===== src/rtl/gen_datapath_pkg.sv =====
// Shared types for gen_datapath: sequencer states, command field encodings and status flags.
package gen_datapath_pkg;

  typedef enum logic [2:0] {IDLE, RD_A, RD_B, EXEC, WB} state_t;

  typedef enum logic [1:0] {ALU_ADD, ALU_SUB, ALU_AND, ALU_NOTB} alu_op_t;

  typedef enum logic [1:0] {SH_NONE, SH_LSL1, SH_LSR1, SH_ASR1} shift_op_t;

  typedef enum logic [1:0] {WB_C, WB_PC, WB_IMM, WB_MDATA} wb_sel_t;

  typedef struct packed {
    logic z;
    logic n;
    logic v;
    logic c;
  } flags_t;

endpackage


===== src/rtl/gen_datapath_if.sv =====
// Command handshake bundle between the instruction FSM (master) and gen_datapath (slave).
interface gen_datapath_if #(
  parameter int WIDTH = 16,
  parameter int NREGS = 8
);
  localparam int AW = $clog2(NREGS);

  logic             cmd_valid;
  logic             cmd_ready;
  logic [AW-1:0]    cmd_rn;
  logic [AW-1:0]    cmd_rm;
  logic [AW-1:0]    cmd_rd;
  logic [1:0]       cmd_alu_op;
  logic [1:0]       cmd_shift_op;
  logic             cmd_zero_a;
  logic             cmd_use_imm;
  logic [WIDTH-1:0] cmd_imm;
  logic [1:0]       cmd_wb_sel;
  logic             cmd_wb_en;
  logic             cmd_set_status;
  logic             done;

  modport master (
    output cmd_valid, cmd_rn, cmd_rm, cmd_rd, cmd_alu_op, cmd_shift_op,
           cmd_zero_a, cmd_use_imm, cmd_imm, cmd_wb_sel, cmd_wb_en, cmd_set_status,
    input  cmd_ready, done
  );

  modport slave (
    input  cmd_valid, cmd_rn, cmd_rm, cmd_rd, cmd_alu_op, cmd_shift_op,
           cmd_zero_a, cmd_use_imm, cmd_imm, cmd_wb_sel, cmd_wb_en, cmd_set_status,
    output cmd_ready, done
  );

endinterface


===== src/rtl/gen_regfile.sv =====
// Register file: one write port, two combinational read ports (read-before-write), async clear.
module gen_regfile #(
  parameter int WIDTH = 16,
  parameter int NREGS = 8
) (
  input  logic                     clk,
  input  logic                     rst_n,
  input  logic                     i_we,
  input  logic [$clog2(NREGS)-1:0] i_waddr,
  input  logic [WIDTH-1:0]         i_wdata,
  input  logic [$clog2(NREGS)-1:0] i_raddr_a,
  output logic [WIDTH-1:0]         o_rdata_a,
  input  logic [$clog2(NREGS)-1:0] i_raddr_b,
  output logic [WIDTH-1:0]         o_rdata_b
);

  logic [WIDTH-1:0] r_mem [NREGS];

  always_ff @(posedge clk or negedge rst_n) begin
    if (!rst_n) begin
      for (int unsigned i = 0; i < NREGS; i++) r_mem[i] <= '0;
    end else if (i_we) begin
      r_mem[i_waddr] <= i_wdata;
    end
  end

  assign o_rdata_a = r_mem[i_raddr_a];
  assign o_rdata_b = r_mem[i_raddr_b];

endmodule


===== src/rtl/gen_datapath.sv =====
// Parametrised datapath with a micro-sequencer: each accepted command runs
// read-A, read-B, execute and write-back, then pulses done.
module gen_datapath
  import gen_datapath_pkg::*;
#(
  parameter int WIDTH = 16,
  parameter int NREGS = 8,
  parameter int PCW   = 8
) (
  input  logic                     clk,
  input  logic                     rst_n,
  gen_datapath_if.slave            cmd,
  input  logic [WIDTH-1:0]         mdata,
  input  logic [PCW-1:0]           pc,
  input  logic                     ld_en,
  input  logic [$clog2(NREGS)-1:0] ld_addr,
  input  logic [WIDTH-1:0]         ld_data,
  output logic [WIDTH-1:0]         datapath_out,
  output logic                     Z_out,
  output logic                     N_out,
  output logic                     V_out,
  output logic                     C_out
);

  localparam int AW  = $clog2(NREGS);
  localparam int MSB = WIDTH - 1;

  state_t           r_state, w_next;
  logic             w_ready, w_done, w_accept;

  logic [AW-1:0]    r_rn, r_rm, r_rd;
  alu_op_t          r_alu_op;
  shift_op_t        r_shift_op;
  wb_sel_t          r_wb_sel;
  logic             r_zero_a, r_use_imm, r_wb_en, r_set_status;
  logic [WIDTH-1:0] r_imm;

  logic [WIDTH-1:0] r_a, r_b, r_c;
  flags_t           r_flags;

  logic [WIDTH-1:0] w_rd_a, w_rd_b, w_shifted, w_val_a, w_val_b, w_res, w_wb_src;
  logic [WIDTH:0]   w_sum;
  logic             w_cout, w_ovf;
  logic             w_we;
  logic [AW-1:0]    w_waddr;
  logic [WIDTH-1:0] w_wdata;

  assign w_accept = (r_state == IDLE) && cmd.cmd_valid;

  always_ff @(posedge clk or negedge rst_n) begin
    if (!rst_n) r_state <= IDLE;
    else        r_state <= w_next;
  end

  always_comb begin
    w_next  = r_state;
    w_ready = 1'b0;
    w_done  = 1'b0;
    case (r_state)
      IDLE: begin
        w_ready = 1'b1;
        if (cmd.cmd_valid) w_next = RD_A;
      end
      RD_A:    w_next = RD_B;
      RD_B:    w_next = EXEC;
      EXEC:    w_next = WB;
      WB: begin
        w_done = 1'b1;
        w_next = IDLE;
      end
      default: w_next = IDLE;
    endcase
  end

  assign cmd.cmd_ready = w_ready;
  assign cmd.done      = w_done;

  always_ff @(posedge clk or negedge rst_n) begin
    if (!rst_n) begin
      r_rn         <= '0;
      r_rm         <= '0;
      r_rd         <= '0;
      r_alu_op     <= ALU_ADD;
      r_shift_op   <= SH_NONE;
      r_wb_sel     <= WB_C;
      r_zero_a     <= 1'b0;
      r_use_imm    <= 1'b0;
      r_wb_en      <= 1'b0;
      r_set_status <= 1'b0;
      r_imm        <= '0;
      r_a          <= '0;
      r_b          <= '0;
      r_c          <= '0;
      r_flags      <= '0;
    end else begin
      if (w_accept) begin
        r_rn         <= cmd.cmd_rn;
        r_rm         <= cmd.cmd_rm;
        r_rd         <= cmd.cmd_rd;
        r_alu_op     <= alu_op_t'(cmd.cmd_alu_op);
        r_shift_op   <= shift_op_t'(cmd.cmd_shift_op);
        r_wb_sel     <= wb_sel_t'(cmd.cmd_wb_sel);
        r_zero_a     <= cmd.cmd_zero_a;
        r_use_imm    <= cmd.cmd_use_imm;
        r_wb_en      <= cmd.cmd_wb_en;
        r_set_status <= cmd.cmd_set_status;
        r_imm        <= cmd.cmd_imm;
      end
      if (r_state == RD_A) r_a <= w_rd_a;
      if (r_state == RD_B) r_b <= w_rd_b;
      if (r_state == EXEC) begin
        r_c <= w_res;
        if (r_set_status) r_flags <= '{z: (w_res == '0), n: w_res[MSB], v: w_ovf, c: w_cout};
      end
    end
  end

  always_comb begin
    w_shifted = r_b;
    case (r_shift_op)
      SH_LSL1: w_shifted = {r_b[MSB-1:0], 1'b0};
      SH_LSR1: w_shifted = {1'b0, r_b[MSB:1]};
      SH_ASR1: w_shifted = {r_b[MSB], r_b[MSB:1]};
      default: w_shifted = r_b;
    endcase
  end

  assign w_val_a = r_zero_a  ? '0    : r_a;
  assign w_val_b = r_use_imm ? r_imm : w_shifted;

  // SUB is a + ~b + 1, so the carry out is already the inverted borrow.
  always_comb begin
    w_sum  = '0;
    w_res  = '0;
    w_cout = 1'b0;
    w_ovf  = 1'b0;
    case (r_alu_op)
      ALU_ADD: begin
        w_sum  = {1'b0, w_val_a} + {1'b0, w_val_b};
        w_res  = w_sum[MSB:0];
        w_cout = w_sum[WIDTH];
        w_ovf  = (w_val_a[MSB] == w_val_b[MSB]) && (w_res[MSB] != w_val_a[MSB]);
      end
      ALU_SUB: begin
        w_sum  = {1'b0, w_val_a} + {1'b0, ~w_val_b} + {{WIDTH{1'b0}}, 1'b1};
        w_res  = w_sum[MSB:0];
        w_cout = w_sum[WIDTH];
        w_ovf  = (w_val_a[MSB] != w_val_b[MSB]) && (w_res[MSB] != w_val_a[MSB]);
      end
      ALU_AND:  w_res = w_val_a & w_val_b;
      ALU_NOTB: w_res = ~w_val_b;
      default:  w_res = '0;
    endcase
  end

  always_comb begin
    w_wb_src = r_c;
    case (r_wb_sel)
      WB_PC:    w_wb_src = WIDTH'(pc);
      WB_IMM:   w_wb_src = r_imm;
      WB_MDATA: w_wb_src = mdata;
      default:  w_wb_src = r_c;
    endcase
  end

  // Write-back owns the port in WB; host loads only land while idle with no command offered.
  always_comb begin
    w_we    = 1'b0;
    w_waddr = ld_addr;
    w_wdata = ld_data;
    if (r_state == WB) begin
      w_we    = r_wb_en;
      w_waddr = r_rd;
      w_wdata = w_wb_src;
    end else if (r_state == IDLE && !cmd.cmd_valid) begin
      w_we    = ld_en;
    end
  end

  gen_regfile #(
    .WIDTH (WIDTH),
    .NREGS (NREGS)
  ) u_rf (
    .clk       (clk),
    .rst_n     (rst_n),
    .i_we      (w_we),
    .i_waddr   (w_waddr),
    .i_wdata   (w_wdata),
    .i_raddr_a (r_rn),
    .o_rdata_a (w_rd_a),
    .i_raddr_b (r_rm),
    .o_rdata_b (w_rd_b)
  );

  assign datapath_out = r_c;
  assign Z_out        = r_flags.z;
  assign N_out        = r_flags.n;
  assign V_out        = r_flags.v;
  assign C_out        = r_flags.c;

endmodule


===== src/flat_wrapper.sv =====
// flat-port wrapper written by rule: the top's interface ports become plain ports
module gen_datapath_flat import gen_datapath_pkg::*;
#(
  parameter int WIDTH = 16,
  parameter int NREGS = 8,
  parameter int PCW   = 8
)
  (clk, rst_n, mdata, pc, ld_en, ld_addr, ld_data, datapath_out, Z_out, N_out, V_out, C_out, cmd_cmd_valid, cmd_cmd_rn, cmd_cmd_rm, cmd_cmd_rd, cmd_cmd_alu_op, cmd_cmd_shift_op, cmd_cmd_zero_a, cmd_cmd_use_imm, cmd_cmd_imm, cmd_cmd_wb_sel, cmd_cmd_wb_en, cmd_cmd_set_status, cmd_cmd_ready, cmd_done);
  gen_datapath_if #(.WIDTH(WIDTH), .NREGS(NREGS)) cmd_i ();
  input  logic clk;
  input  logic rst_n;
  input  logic [WIDTH-1:0] mdata;
  input  logic [PCW-1:0] pc;
  input  logic ld_en;
  input  logic [$clog2(NREGS)-1:0] ld_addr;
  input  logic [WIDTH-1:0] ld_data;
  output logic [WIDTH-1:0] datapath_out;
  output logic Z_out;
  output logic N_out;
  output logic V_out;
  output logic C_out;
  input wire logic [$bits(cmd_i.cmd_valid)-1:0] cmd_cmd_valid;
  input wire logic [$bits(cmd_i.cmd_rn)-1:0] cmd_cmd_rn;
  input wire logic [$bits(cmd_i.cmd_rm)-1:0] cmd_cmd_rm;
  input wire logic [$bits(cmd_i.cmd_rd)-1:0] cmd_cmd_rd;
  input wire logic [$bits(cmd_i.cmd_alu_op)-1:0] cmd_cmd_alu_op;
  input wire logic [$bits(cmd_i.cmd_shift_op)-1:0] cmd_cmd_shift_op;
  input wire logic [$bits(cmd_i.cmd_zero_a)-1:0] cmd_cmd_zero_a;
  input wire logic [$bits(cmd_i.cmd_use_imm)-1:0] cmd_cmd_use_imm;
  input wire logic [$bits(cmd_i.cmd_imm)-1:0] cmd_cmd_imm;
  input wire logic [$bits(cmd_i.cmd_wb_sel)-1:0] cmd_cmd_wb_sel;
  input wire logic [$bits(cmd_i.cmd_wb_en)-1:0] cmd_cmd_wb_en;
  input wire logic [$bits(cmd_i.cmd_set_status)-1:0] cmd_cmd_set_status;
  output wire logic [$bits(cmd_i.cmd_ready)-1:0] cmd_cmd_ready;
  output wire logic [$bits(cmd_i.done)-1:0] cmd_done;
  assign cmd_i.cmd_valid = cmd_cmd_valid;
  assign cmd_i.cmd_rn = cmd_cmd_rn;
  assign cmd_i.cmd_rm = cmd_cmd_rm;
  assign cmd_i.cmd_rd = cmd_cmd_rd;
  assign cmd_i.cmd_alu_op = cmd_cmd_alu_op;
  assign cmd_i.cmd_shift_op = cmd_cmd_shift_op;
  assign cmd_i.cmd_zero_a = cmd_cmd_zero_a;
  assign cmd_i.cmd_use_imm = cmd_cmd_use_imm;
  assign cmd_i.cmd_imm = cmd_cmd_imm;
  assign cmd_i.cmd_wb_sel = cmd_cmd_wb_sel;
  assign cmd_i.cmd_wb_en = cmd_cmd_wb_en;
  assign cmd_i.cmd_set_status = cmd_cmd_set_status;
  assign cmd_cmd_ready = cmd_i.cmd_ready;
  assign cmd_done = cmd_i.done;
  gen_datapath #(.WIDTH(WIDTH), .NREGS(NREGS), .PCW(PCW)) u_core (.clk(clk), .rst_n(rst_n), .cmd(cmd_i), .mdata(mdata), .pc(pc), .ld_en(ld_en), .ld_addr(ld_addr), .ld_data(ld_data), .datapath_out(datapath_out), .Z_out(Z_out), .N_out(N_out), .V_out(V_out), .C_out(C_out));
endmodule

===== config.mk =====
export PLATFORM = sky130hd
export DESIGN_NAME = gen_datapath_flat
export DESIGN_NICKNAME = d
export VERILOG_FILES = /design/src/rtl/gen_datapath_pkg.sv /design/src/rtl/gen_datapath_if.sv /design/src/rtl/gen_regfile.sv /design/src/rtl/gen_datapath.sv /design/src/flat_wrapper.sv
export SDC_FILE = /design/constraint.sdc
export NUM_CORES = 1
export LEC_CHECK = 0
export CORE_ASPECT_RATIO = 1.5
export CORE_MARGIN = 2
export CORE_UTILIZATION = 30
export DETAILED_ROUTE_END_ITERATION = 6
export PLACE_DENSITY_LB_ADDON = 0.08
export SYNTH_ARGS = -nofsm -noshare
export SYNTH_HDL_FRONTEND = slang
export SYNTH_SLANG_ARGS = --single-unit

===== constraint.sdc =====
create_clock -name clk -period 3.65 [get_ports clk]
set_input_delay 0.365 -clock clk [delete_from_list [all_inputs] [get_ports clk]]
set_output_delay 0.365 -clock clk [all_outputs]
set_load 0.05 [all_outputs]

## After elaboration in Yosys (flattened, before gate mapping)

Index checks and enable logic that the tools add are counted.

- Register bits after elaboration: 218
- Latch bits: 0
- Bits in writable memories: 0
- ROM bits: 0
- Input port bits: 82
- Output and inout bits: 22
- Word-level logic and storage cells: 91
- Memories: 0

- $add $sub $neg: 3
- Multipliers: 0
- Div/mod/pow operators: 0
- $lt $le $gt $ge: 4
- Equality and inequality tests: 18
- Shift operators: 0
- Multiplexer cells: 24
- Bitwise operators: 5
- Reduce and logical (&&, ||, !) cells: 10

Operators by type and width:

| operator | number |
|---|---|
| 128-bit bitwise mux | 1 |
| 16-bit 2-to-1 mux | 8 |
| 16-bit binary-select mux with 3-bit select | 2 |
| 16-bit one-hot mux with 3 select lines | 2 |
| 16-bit one-hot mux with 4 select lines | 1 |
| 16-bit demux with 3-bit select | 1 |
| 16-bit by 16-bit adder with 17-bit output | 2 |
| 17-bit by 1-bit adder with 17-bit output, second input constant | 1 |
| 16-bit bitwise AND | 1 |
| 16-bit zero test | 1 |
| 16-bit NOT | 1 |
| 2-bit == test, second input constant | 6 |
| 4-bit >= comparator, second input constant | 3 |
| 3-bit NOT with 4-bit output | 3 |
| 3-bit one-hot mux with 4 select lines | 1 |
| 2-bit by 1-bit == test with 1-bit output, second input constant | 3 |
| 3-bit by 2-bit == test with 1-bit output, second input constant | 2 |
| 3-bit 2-to-1 mux | 2 |
| 1-bit logical AND | 5 |
| 4-bit by 1-bit less-than comparator with 1-bit output, second input constant | 1 |
| 1-bit 2-to-1 mux | 4 |
| 1-bit one-hot mux with 2 select lines | 2 |
| 3-bit by 1-bit == test with 1-bit output, second input constant | 1 |
| 3-bit == test, second input constant | 1 |
| other kinds (7) | 9 |

## Depth between registers and ports, before layout

Gate-level depths: netlist of the first run.

- Word-level depth: 9
- Mapped depth: 18
- Mapped depth without buffers: 16

## Cells and area by module

Synthesis of the first run repeated with hierarchy kept, for this count alone.

- Cells, all modules: 1112
- Area total of the unflattened synthesis: 13699.4 um2

Modules (own cells, without submodules):

| module | times used | cells an instance | area each (um2) |
|---|---|---|---|
| gen_regfile | 1 | 393 | 7000.5 |
| gen_datapath | 1 | 719 | 6698.9 |

## Worst setup path after synthesis of the first run

No wires, ideal clock.

- Path kind: flip-flop to flip-flop
- Start: reg u_core.r_shift_op[1]
- End: reg u_core.r_flags, in the netlist u_core.Z_out
- Arrival time: 3649 ps
- Required time: 3558 ps
- Slack: -91 ps
- Stages on the path, launching flop included: 16
- Buffers on the path: 1
- Period minus slack after synthesis: 3741 ps
- Cells stage by stage: dfrtp_1 -> clkbuf_1 -> nor3b_1 -> o22a_1 -> ha_1 -> inv_1 -> fa_1 -> nor2b_1 -> o311a_1 -> or4_1 -> nand3_1 -> nand4_1 -> a2111oi_2 -> o2111ai_1 -> or4b_1 -> o31ai_2

- Word-level cells in the longest chain between the ends: 8
- Elaborated cells between the ends (all ways): 12

Ends and longest elaborated chain:

| element | RTL line | source |
|---|---|---|
| start, declared | gen_datapath.sv:33 | `shift_op_t r_shift_op;` |
| start signal, assigned | gen_datapath.sv:101 | `r_shift_op <= shift_op_t'(cmd.cmd_shift_op);` |
| 2-bit == test / 2-bit by 1-bit == test with 1-bit output (equally long branches) | gen_datapath.sv:120 | `case (r_shift_op)` |
| 16-bit one-hot mux with 3 select lines * | gen_datapath.sv:120 |  |
| 16-bit 2-to-1 mux * | gen_datapath.sv:129 | `assign w_val_b = r_use_imm ? r_imm : w_shifted;` |
| 16-bit NOT | gen_datapath.sv:145, gen_datapath.sv:151 |  |
| 16-bit by 16-bit adder with 17-bit output | gen_datapath.sv:145 | `w_sum = {1'b0, w_val_a} + {1'b0, ~w_val_b} + {{WIDTH{1'b0}}, 1'b1};` |
| 17-bit by 1-bit adder with 17-bit output | gen_datapath.sv:145 |  |
| 16-bit one-hot mux with 4 select lines * | gen_datapath.sv:137 | `case (r_alu_op)` |
| 16-bit zero test * | gen_datapath.sv:113 | `if (r_set_status) r_flags <= '{z: (w_res == '0), n: w_res[MSB], v: w_ovf, c: w_cout};` |
| end signal, assigned | gen_datapath.sv:113 |  |
| end, declared | gen_datapath.sv:39 | `flags_t r_flags;` |

Mark *: on every way between the ends. The rest lies on a longest branch, timed or not.
A chain may end at the register's enable or synchronous reset.

## Worst setup path after layout of the first run

- Start: reg u_core.r_shift_op[0]
- End: reg u_core.r_flags, in the netlist u_core.Z_out

Same word-level chain as after synthesis.

==> results of run 1 <==
worst max-delay path, stage by stage (launching register included):
cell and delay, ns:
dfrtp_2 0.45, nor3b_2 0.22, o22a_1 0.18, ha_2 0.18, inv_1 0.05, fa_1 0.43
nor2b_1 0.16, o311a_1 0.30, or4_1 0.42, nand3_2 0.10, nand4_1 0.17, a2111oi_4 0.31
o2111ai_1 0.15, or4b_1 0.51, o31ai_2 0.18
path summary, 6_finish.rpt:
kind,startpoint,endpoint,slack (ns),depth (start not counted)
max in group asynchronous,rst_n,u_core.r_shift_op[1],2.30,3
setup / recovery,u_core.r_shift_op[0],u_core.Z_out,-0.25,14
hold reg to reg,u_core.N_out,u_core.N_out,0.50,2
hold / removal,cmd_cmd_imm[2],u_core.r_imm[2],0.39,3
setup reg to reg,u_core.r_shift_op[0],u_core.Z_out,-0.25,14
min in group asynchronous,rst_n,u_core.u_rf.r_mem[11],0.44,2
registers in the layout (all words and copies together) (netlist names), 2 cells and up:
signal / count
u_core.datapath_out: 16
u_core.r_a: 16
u_core.r_alu_op: 2
u_core.r_b: 16
u_core.r_imm: 16
u_core.r_rd: 3
u_core.r_rm: 3
u_core.r_rn: 3
u_core.r_shift_op: 2
u_core.r_state: 3
u_core.r_wb_sel: 2
u_core.u_rf.r_mem: 128
kinds of logic (layout without fill, tap and decap cells):
family                     after synthesis  in the layout  synth area share
buffers and inverters                  132            341            0.0396
DFF                                    218            218             0.417
xor gates and xnor gates                15             15            0.0100
muxes                                  240            240             0.262
and+or+nand+nor                        296            296             0.102
adders and majority gates               34             34            0.0336
AOI/OAI and AO/OA                      289            289             0.135
power groups by stage:
stage          combinational [mW]  sequential [mW]  clock, mW
2_1_floorplan                7.33             4.47          0
3_3_place_gp                 11.8             4.85          0
3_5_place_dp                 11.7             4.90          0
4_1_cts                      11.9             4.86       2.65
5_1_grt                      13.2             5.04       2.75
6_report                     12.1             4.84       2.56
layer usage:
metal | wire, um | GRT usage
met1 | 17200 | 0.223
met5 | 0 | 0
met4 | 1340 | 0.0641
met2 | 22000 | 0.339
met3 | 1100 | 0.0197
layout make-up:
class / count / area [um^2]
fill: 4314 / 26300
clock buffer: 38 / 785
multi-input combinational: 874 / 7320
timing repair buffer: 251 / 2220
inverter: 44 / 165
tap: 570 / 713
sequential: 218 / 5460
clock inverter: 8 / 57.6
cell usage in the layout, fill, tap and decap left out, types with 9 or more instances in the layout:
cell             netlist  routed
mux4_2                72      72
inv_1                 42      41
o211ai_1               9       9
o21a_1                 9       9
dfrtp_1              218     212
nor2b_1               27      26
a21oi_1              102      98
mux2_2               105     105
ha_1                  32      30
buf_4                  1     137
mux2i_1               63      62
nor2_1               114     111
clkbuf_8               0      11
clkbuf_16              0      25
xnor2_1               13      13
a22oi_1                9       9
clkdlybuf4s50_1        0     102
nand2_1              101     101
o21ai_0               85      79
nor3b_1               13       9
stage by stage:
step                      instance area (um^2)  hold slack [ns]  instances   util
after floorplan                          13100           0.0694       1224      -
after global placement                   15700            0.456       1955  0.364
after detailed placement                 15700            0.449       1955  0.364
after CTS                                16600            0.361       2002  0.385
after global routing                     16700            0.383       2003  0.388
final                                    16700            0.391       2003  0.388
what timing repair did:
action	4_1_cts	5_1_grt
setup buffers	0	1
gates resized for setup	8	38
hold buffers	1	0
pin swaps	2	4
cloned	0	0
setup endpoints to repair	6	10
endpoints found under the hold margin	86	0
==> impl_metrics.tcl, run 1 <==
set metrics [dict create \
    dp_hpwl_um 30800 \
    p_int_mw 11.1 \
    globalRouteTotalUtil 0.184 \
    drv_cap 0 \
    finalWorstSetupSlack_ns -0.246 \
    cp.required_ns 4.11 \
    synth_area_leader_cell "dfrtp_1" \
    clkSinkCount 218 \
    firstDrtPassIters 5 \
    clk-insertion-delay-late_ns 0.55 \
    crit_path_end_kind "flop" \
    switchingPower_mw 8.42 \
    worst_pin_slew_ns 0.956 \
    synth_nets 1340 \
    p_leak_nw 7.19 \
    ctsHtreeMaxLevel 1 \
    syn_to_final_growth_pct 27.8 \
    antenna_cells 0 \
    path_class "reg -> reg" \
    hold_class "in -> reg" \
    synth.most_common_cell "dfrtp_1" \
    grt_max_degree 89 \
    violations "negative setup slack" \
    pin_count 104 \
    synth_area_leaders "dfrtp_1 42%, mux4_2 12%, mux2_2 9.0%" \
    synth_sequential_area_ratio 0.417 \
    final.period_utilization 1.07 \
    wl_per_cell_um 20.8 \
    grt_pass1_vias 10600 \
    setup_viol 1 \
    yosys-top-cells-count "218 x dfrtp_1, 114 x nor2_1, 105 x mux2_2, 102 x a21oi_1, 101 x nand2_1" \
    io_buffers 103 \
    cts_buffer_depth 3 \
    postRouteAntennaNets 0 \
    finalWirelength_um 41700 \
    drt-initial-drc-count 594 \
    numCtsBuffers 25 \
    timing.setup.tns_ns -0.246 \
    antenna_found_initial 0 \
    detail_route.vias_per_cell 5.03 \
    gr-total-overflow 0 \
    place_congestion 0.868 \
    synth_edf_count 0 \
    die_area_mm2 0.0454 \
    synth_flop_cell "dfrtp_1" \
    synth-seq-cells 218 \
    syn_inst 1224 \
    skew_ns 0.0248 \
    path_max_fanout 4 \
    vdd_drop_max_mv 0.437 \
    fp.dieH_um 260 \
    grt_pass1_wl_um 63900 \
    vias 10100 \
    clkSlewWorstSetupHoldPaths_ns 0.06 \
    cts_root_buf "clkbuf_16" \
    core_mm2 0.0431 \
    rsz0062_at_grt "yes" \
    max-slew-margin-rel 0.363 \
    synth.distinct_cells 71 \
    period_minus_slack_ns 3.90 \
    nets 1530 \
    fp.dieW_um 175 \
    num_rows 93 \
    fmax_mhz 257 \
    outcome "finished with violations" \
    drc 0 \
    hold_viol_final 0 \
    start_kind "flop" \
    syn_area_per_cell_um2 10.7 \
    power_frac_comb 0.620 \
    drive_above_1_share 0.288 \
    place_ws_ns -0.388 \
    drv_slew 0 \
    synth_top_area_frac 0.417 \
    cts_tree "built" \
    yosysWarnings 0 \
    p_seq_frac 0.248 \
    worstPathArrival_ns 4.36 \
    start_util 0.304 \
    p_sw_frac 0.432 \
    p_total_mw 19.5 \
    pwr-share-clk 0.131 \
    async_flop_share 1.00 \
    power.density_mw_per_mm2 1170 \
    syn_area_mm2 0.0131 \
]
Note: power is estimated with default switching activity, not from simulation.
==> run 2, diff against run 1 <==
- ABC_AREA: not set -> 1
- CORE_UTILIZATION: 30 -> 54
==> run 2 against run 1 <==
  * The run now ends clean
  * Synthesized area up 5.6%
  * Clock skew down 0.0056 ns
  * First-iteration DRC count up 100%
  * Largest cell class unchanged
==> impl_metrics.tcl, run 2 <==
set metrics [dict create \
    final.period_utilization 0.925 \
    synth_area_leader_cell "dfrtp_1" \
    syn_area_per_cell_um2 7.51 \
    place_inst 2198 \
    place_congestion 0.975 \
    clk-insertion-delay-late_ns 0.52 \
    path_class "reg -> reg" \
    layout_common_cells "377 x nand2_1, 215 x dfrtp_1, 207 x inv_1, 194 x o21ai_0, 162 x a21oi_1" \
    synth_nets 1956 \
    fp.dieH_um 200 \
    syn_to_final_growth_pct 14.6 \
    die_area_mm2 0.0269 \
    drv_slew 0 \
    drt-initial-drc-count 1194 \
    synth.distinct_cells 44 \
    largest-register "u_core.u_rf.r_mem" \
    synth-seq-cells 218 \
    globalRouteTotalUtil 0.355 \
    drive_above_1_share 0.0952 \
    drc 0 \
    detail_route.vias_per_cell 5.88 \
    fmax_mhz 296 \
    setup_viol 0 \
    core_mm2 0.0251 \
    firstDrtPassIters 7 \
    yosysWarnings 0 \
    numCtsBuffers 23 \
    grt_pass1_vias 12900 \
    postRouteAntennaNets 0 \
    instances_no_fill 2240 \
    yosys-top-cells-count "378 x nand2_1, 218 x dfrtp_1, 207 x inv_1, 194 x o21ai_0, 164 x a21oi_1" \
    hold_viol_final 0 \
    p_total_mw 16.8 \
    synth_flop_cell "dfrtp_1" \
    met1Wirelength_um 18100 \
    grt_pass1_wl_um 73300 \
    finalWirelength_um 47200 \
    clkSinkCount 218 \
    p_leak_nw 7.44 \
    r2r-end "u_core.Z_out" \
    start_util 0.550 \
    outcome "finished clean" \
    routed-wl-met2_um 23800 \
    synth_edf_count 0 \
    wl_met3_um 2620 \
    cts_tree "built" \
    vdd_drop_max_mv 0.565 \
    largest_register_ffs 128 \
    syn_inst 1840 \
    r2r_start "u_core.r_shift_op[1]" \
    timing.setup.tns_ns 0 \
    critPathLaunch "u_core.r_shift_op[1]" \
    max-slew-margin-rel 0.169 \
    grt_max_degree 99 \
    r2r_cells 18 \
    gr-total-overflow 0 \
    crit_path_end_kind "flop" \
    rsz0062_at_grt "no" \
    ctsHtreeMaxLevel 1 \
    hold_ws_ns 0.416 \
    antenna_found_initial 1 \
    syn_area_mm2 0.0138 \
    cp.required_ns 4.10 \
    fp.dieW_um 135 \
    num_rows 71 \
    power.density_mw_per_mm2 1060 \
    dp_hpwl_um 34200 \
    path_max_fanout 9 \
    hold_class "in -> reg" \
    worst_pin_slew_ns 1.24 \
    synth_sequential_area_ratio 0.395 \
    top_layer "met5" \
    async_flop_share 1.00 \
    io_buffers 103 \
    start_kind "flop" \
    worstPathArrival_ns 3.82 \
    r2r_setup_slack_ns 0.27 \
    vias 13200 \
    drv_cap 0 \
    synth.most_common_cell "nand2_1" \
    synth_top_area_frac 0.395 \
    antenna_cells 0 \
    cts_root_buf "clkbuf_16" \
    cts_buffer_depth 3 \
    skew_ns 0.0192 \
    layout_commonest_cell "nand2_1" \
    wl_per_cell_um 21.1 \
    period_minus_slack_ns 3.38 \
    clkSlewWorstSetupHoldPaths_ns 0.06 \
    pin_count 104 \
    endpoint "u_core.Z_out" \
    nets 2012 \
    synth_area_leaders "dfrtp_1 39%, nand2_1 10%, o21ai_0 7.0%" \
]
[run 2: cell count changes after synthesis, moves of 15 or more]
cell and change:
mux2_4 +18, nor2b_1 -27, o211ai_1 +33, a31oi_1 +15, nand3_1 +155, nand2_1 +277, o21ai_0 +109, mux2_2 -52
inv_1 +165, mux4_2 -72, o21ai_1 +43, mux2i_1 -63, a21oi_1 +62
[run 2: layer usage]
metal / vias to the layer above / global-route usage
li1: 6220 / -
met3: 132 / 0.0376
met2: 496 / 0.632
met4: 2 / 0.186
met5: - / 0
met1: 6323 / 0.423
[run 2: cell type report]
class,instances,area [um^2]
clock buffers,35,691
clock inverters,6,66.3
fillers,2272,9310
inverters,222,836
multi-input cells,1297,7070
flip-flops and latches,218,5460
well taps,328,410
repair buffers,134,1300
[run 2: critical path, stage by stage (launching register included)]
cell and delay, ns:
dfrtp_1 0.46, nor2_2 0.24, buf_4 0.22, nand2_1 0.06
o211ai_1 0.09, nand2_1 0.21, ha_2 0.49, inv_1 0.15
nand2_1 0.16, o21bai_1 0.14, a21oi_2 0.24, nand2_1 0.14
nand2_1 0.09, nand3b_1 0.07, nor2_1 0.23, nand2_1 0.08
nor2_1 0.11, nand2_1 0.06, nand2_1 0.05
[run 2: through the flow]
step	setup slack, ns	utilization	cell area, um^2
after floorplan	0.932	-	13800
after global placement	0.260	0.598	15000
after detailed placement	0.184	0.598	15000
after CTS	0.133	0.629	15800
after global routing	0.00551	0.630	15800
final	0.274	0.630	15800
[run 2: power by group]
part / leakage [nW] / internal [mW] / switching, mW / total (mW)
Clock: 0.375 / 1.38 / 0.992 / 2.37
Combinational: 4.46 / 3.24 / 6.86 / 10.1
Sequential: 2.61 / 3.56 / 0.818 / 4.38
Total: 7.44 / 8.18 / 8.67 / 16.8
[run 2: logic make-up after synthesis]
| group | count (synthesis) | share of synthesized area |
|---|---|---|
| adders and majority gates | 34 | 0.0319 |
| muxes | 77 | 0.0677 |
| and+or+nand+nor | 694 | 0.215 |
| DFF | 218 | 0.395 |
| buffers and inverters | 325 | 0.0950 |
| xor gates and xnor gates | 2 | 0.00127 |
| AOI/OAI and AO/OA | 490 | 0.194 |
[run 2: worst min-delay path by stage]
stage,slack (ns),cells after the start,start,endpoint
2_1_floorplan,0.07,0,rst_n,u_core.C_out
3_3_place_gp,0.44,1,rst_n,u_core.u_rf.r_mem[32]
3_5_place_dp,0.44,1,rst_n,u_core.u_rf.r_mem[32]
4_1_cts,0.40,3,cmd_cmd_alu_op[1],u_core.r_alu_op[1]
5_1_grt,0.44,3,cmd_cmd_set_status,u_core.r_set_status
6_report,0.42,3,cmd_cmd_alu_op[1],u_core.r_alu_op[1]
[run 2: what timing repair did]
item | 4_1_cts | 5_1_grt
hold endpoints to repair | 95 | 0
setup buffers | 0 | 0
gates resized for setup | 0 | 8
endpoints found under the setup margin | 0 | 3
hold buffers | 1 | 0
==> run 3, diff against run 2 <==
- MAX_ROUTING_LAYER: not set -> met4
==> run 3 against run 2 <==
  * Maximum frequency is 0.13% higher
  * Power is 0.20% lower
  * Hold slack better by 0.00077 ns
  * Wire length hardly changed
  * Combinational power hardly changed
  * Non-clock buffer count is 6 higher
  * Sequential cell count stayed put
  * Die area stayed put
  * Clock skew is 0.0093 ns higher
  * Largest cell class unchanged
==> impl_metrics.tcl, run 3 (synthesis gave the netlist of run 2 again) <==
set metrics [dict create \
    outcome "finished clean" \
    worstPathArrival_ns 3.81 \
    final_util 0.629 \
    cts_tree "built" \
    gr-total-overflow 0 \
    vdd_drop_max_mv 0.692 \
    drc 0 \
    numCtsBuffers 23 \
    worst_pin_slew_ns 1.20 \
    firstDrtPassIters 6 \
    period_minus_slack_ns 3.37 \
    path_class "reg -> reg" \
    power.density_mw_per_mm2 1060 \
    grt_pass1_wl_um 73100 \
    cts_root_buf "clkbuf_16" \
    rsz0062_at_grt "no" \
    setup_viol 0 \
    max-slew-margin-rel 0.194 \
    layout_commonest_cell "nand2_1" \
    start_kind "flop" \
    wl_per_cell_um 21.0 \
    syn_to_final_growth_pct 14.5 \
    num_rows 71 \
    vias 13300 \
    hold_ws_ns 0.417 \
    layout_common_cells "377 x nand2_1, 215 x dfrtp_1, 207 x inv_1, 194 x o21ai_0, 163 x a21oi_1" \
    largest_register_ffs 128 \
    postRouteAntennaNets 0 \
    place_congestion 0.995 \
    ctsHtreeMaxLevel 1 \
    multiInputGateArea_mm2 0.00706 \
    place_inst 2204 \
    drv_slew 0 \
    grt_pass1_vias 13000 \
    fillerInstances 2254 \
    dp_hpwl_um 34500 \
    p_leak_nw 7.44 \
    crit_path_end_kind "flop" \
    antenna_found_initial 0 \
    cp.required_ns 4.09 \
    detail_route.vias_per_cell 5.91 \
    met1_usage 0.418 \
    globalRouteTotalUtil 0.365 \
    finalWirelength_um 47300 \
    fp.dieH_um 200 \
    clk-insertion-delay-late_ns 0.53 \
    cts_buffer_depth 3 \
    grt_max_degree 100 \
    start_util 0.550 \
    pin_count 104 \
    fmax_mhz 297 \
    nets 2018 \
    drt-initial-drc-count 1113 \
    skew_ns 0.0285 \
    drv_cap 0 \
    antenna_cells 0 \
    met3_usage 0.0356 \
    drive_above_1_share 0.0944 \
    die_area_mm2 0.0269 \
    met2_usage 0.649 \
    fp.dieW_um 135 \
    clkSinkCount 218 \
    hold_class "in -> reg" \
    instances_no_fill 2245 \
    timing.setup.tns_ns 0 \
    path_max_fanout 9 \
    hold_viol_final 0 \
    largest-register "u_core.u_rf.r_mem" \
    grt_busiest_layer "met2" \
    io_buffers 103 \
    clkSlewWorstSetupHoldPaths_ns 0.06 \
    final.period_utilization 0.924 \
    register_area_mm2 0.00546 \
    core_mm2 0.0251 \
]
[run 3: metrics by stage]
| stage | total power [mW] | area [um^2] | setup slack, ns |
|---|---|---|---|
| 3_3_place_gp | 14.3 | 15100 | 0.246 |
| 4_1_cts | 16.7 | 15800 | 0.198 |
| 5_1_grt | 18.1 | 15800 | 0.00147 |
| 2_1_floorplan | 11.1 | 13800 | 0.932 |
| 3_5_place_dp | 14.4 | 15100 | 0.249 |
| 6_report | 16.8 | 15800 | 0.278 |
[run 3: layout make-up]
cell class                 count  area share
inverter                     222      0.0528
sequential                   218       0.345
multi-input combinational   1297       0.446
clock buffer                  33      0.0413
clock inverter                 7     0.00316
tap                          328      0.0259
timing repair buffer         140      0.0856
[run 3: power breakdown]
group          leakage, nW  total [mW]  internal (mW)  switching [mW]
Sequential            2.61        4.42           3.56           0.862
Clock                0.337        2.24           1.25           0.995
Combinational         4.50        10.2           3.28            6.87
Total                 7.44        16.8           8.09            8.73
[run 3: repair_timing]
action | CTS | global route
setup buffers | 0 | 0
hold buffers | 1 | 0
resized for setup | 0 | 3
endpoints found under the setup margin | 0 | 1
hold endpoints to repair | 97 | 0
[run 3: final timing paths]
check | start | endpoint | slack (ns) | depth (start not counted)
worst min register to register | u_core.V_out | u_core.V_out | 0.50 | 1
max in group asynchronous | rst_n | u_core.u_rf.r_mem[29] | 2.36 | 3
min in group asynchronous | rst_n | u_core.u_rf.r_mem[36] | 0.45 | 2
worst max register to register | u_core.r_shift_op[1] | u_core.Z_out | 0.28 | 17
worst min-delay path | cmd_cmd_set_status | u_core.r_set_status | 0.42 | 3
worst max-delay path | u_core.r_shift_op[1] | u_core.Z_out | 0.28 | 17
[run 3: critical path: stages, from the launching register on]
cell and delay [ns]:
dfrtp_1 0.47, inv_1 0.12, nand2_1 0.21, o211ai_1 0.33, o21ai_0 0.30, ha_1 0.48
inv_1 0.13, a21oi_1 0.13, o21ai_0 0.12, a21oi_1 0.22, nand2_1 0.14, nand2_1 0.09
nand3b_1 0.07, nor2_1 0.19, nand2_1 0.08, nor2_1 0.10, nand2_1 0.06, nand2_1 0.05
[run 3: routing by layer]
layer / wire (um) / share of wire / up-vias
met4: 2430 / 0.051 / 0
li1: - / - / 6234
met3: 2440 / 0.052 / 135
met2: 24300 / 0.52 / 535
met5: 0 / 0 / -
met1: 18000 / 0.38 / 6372
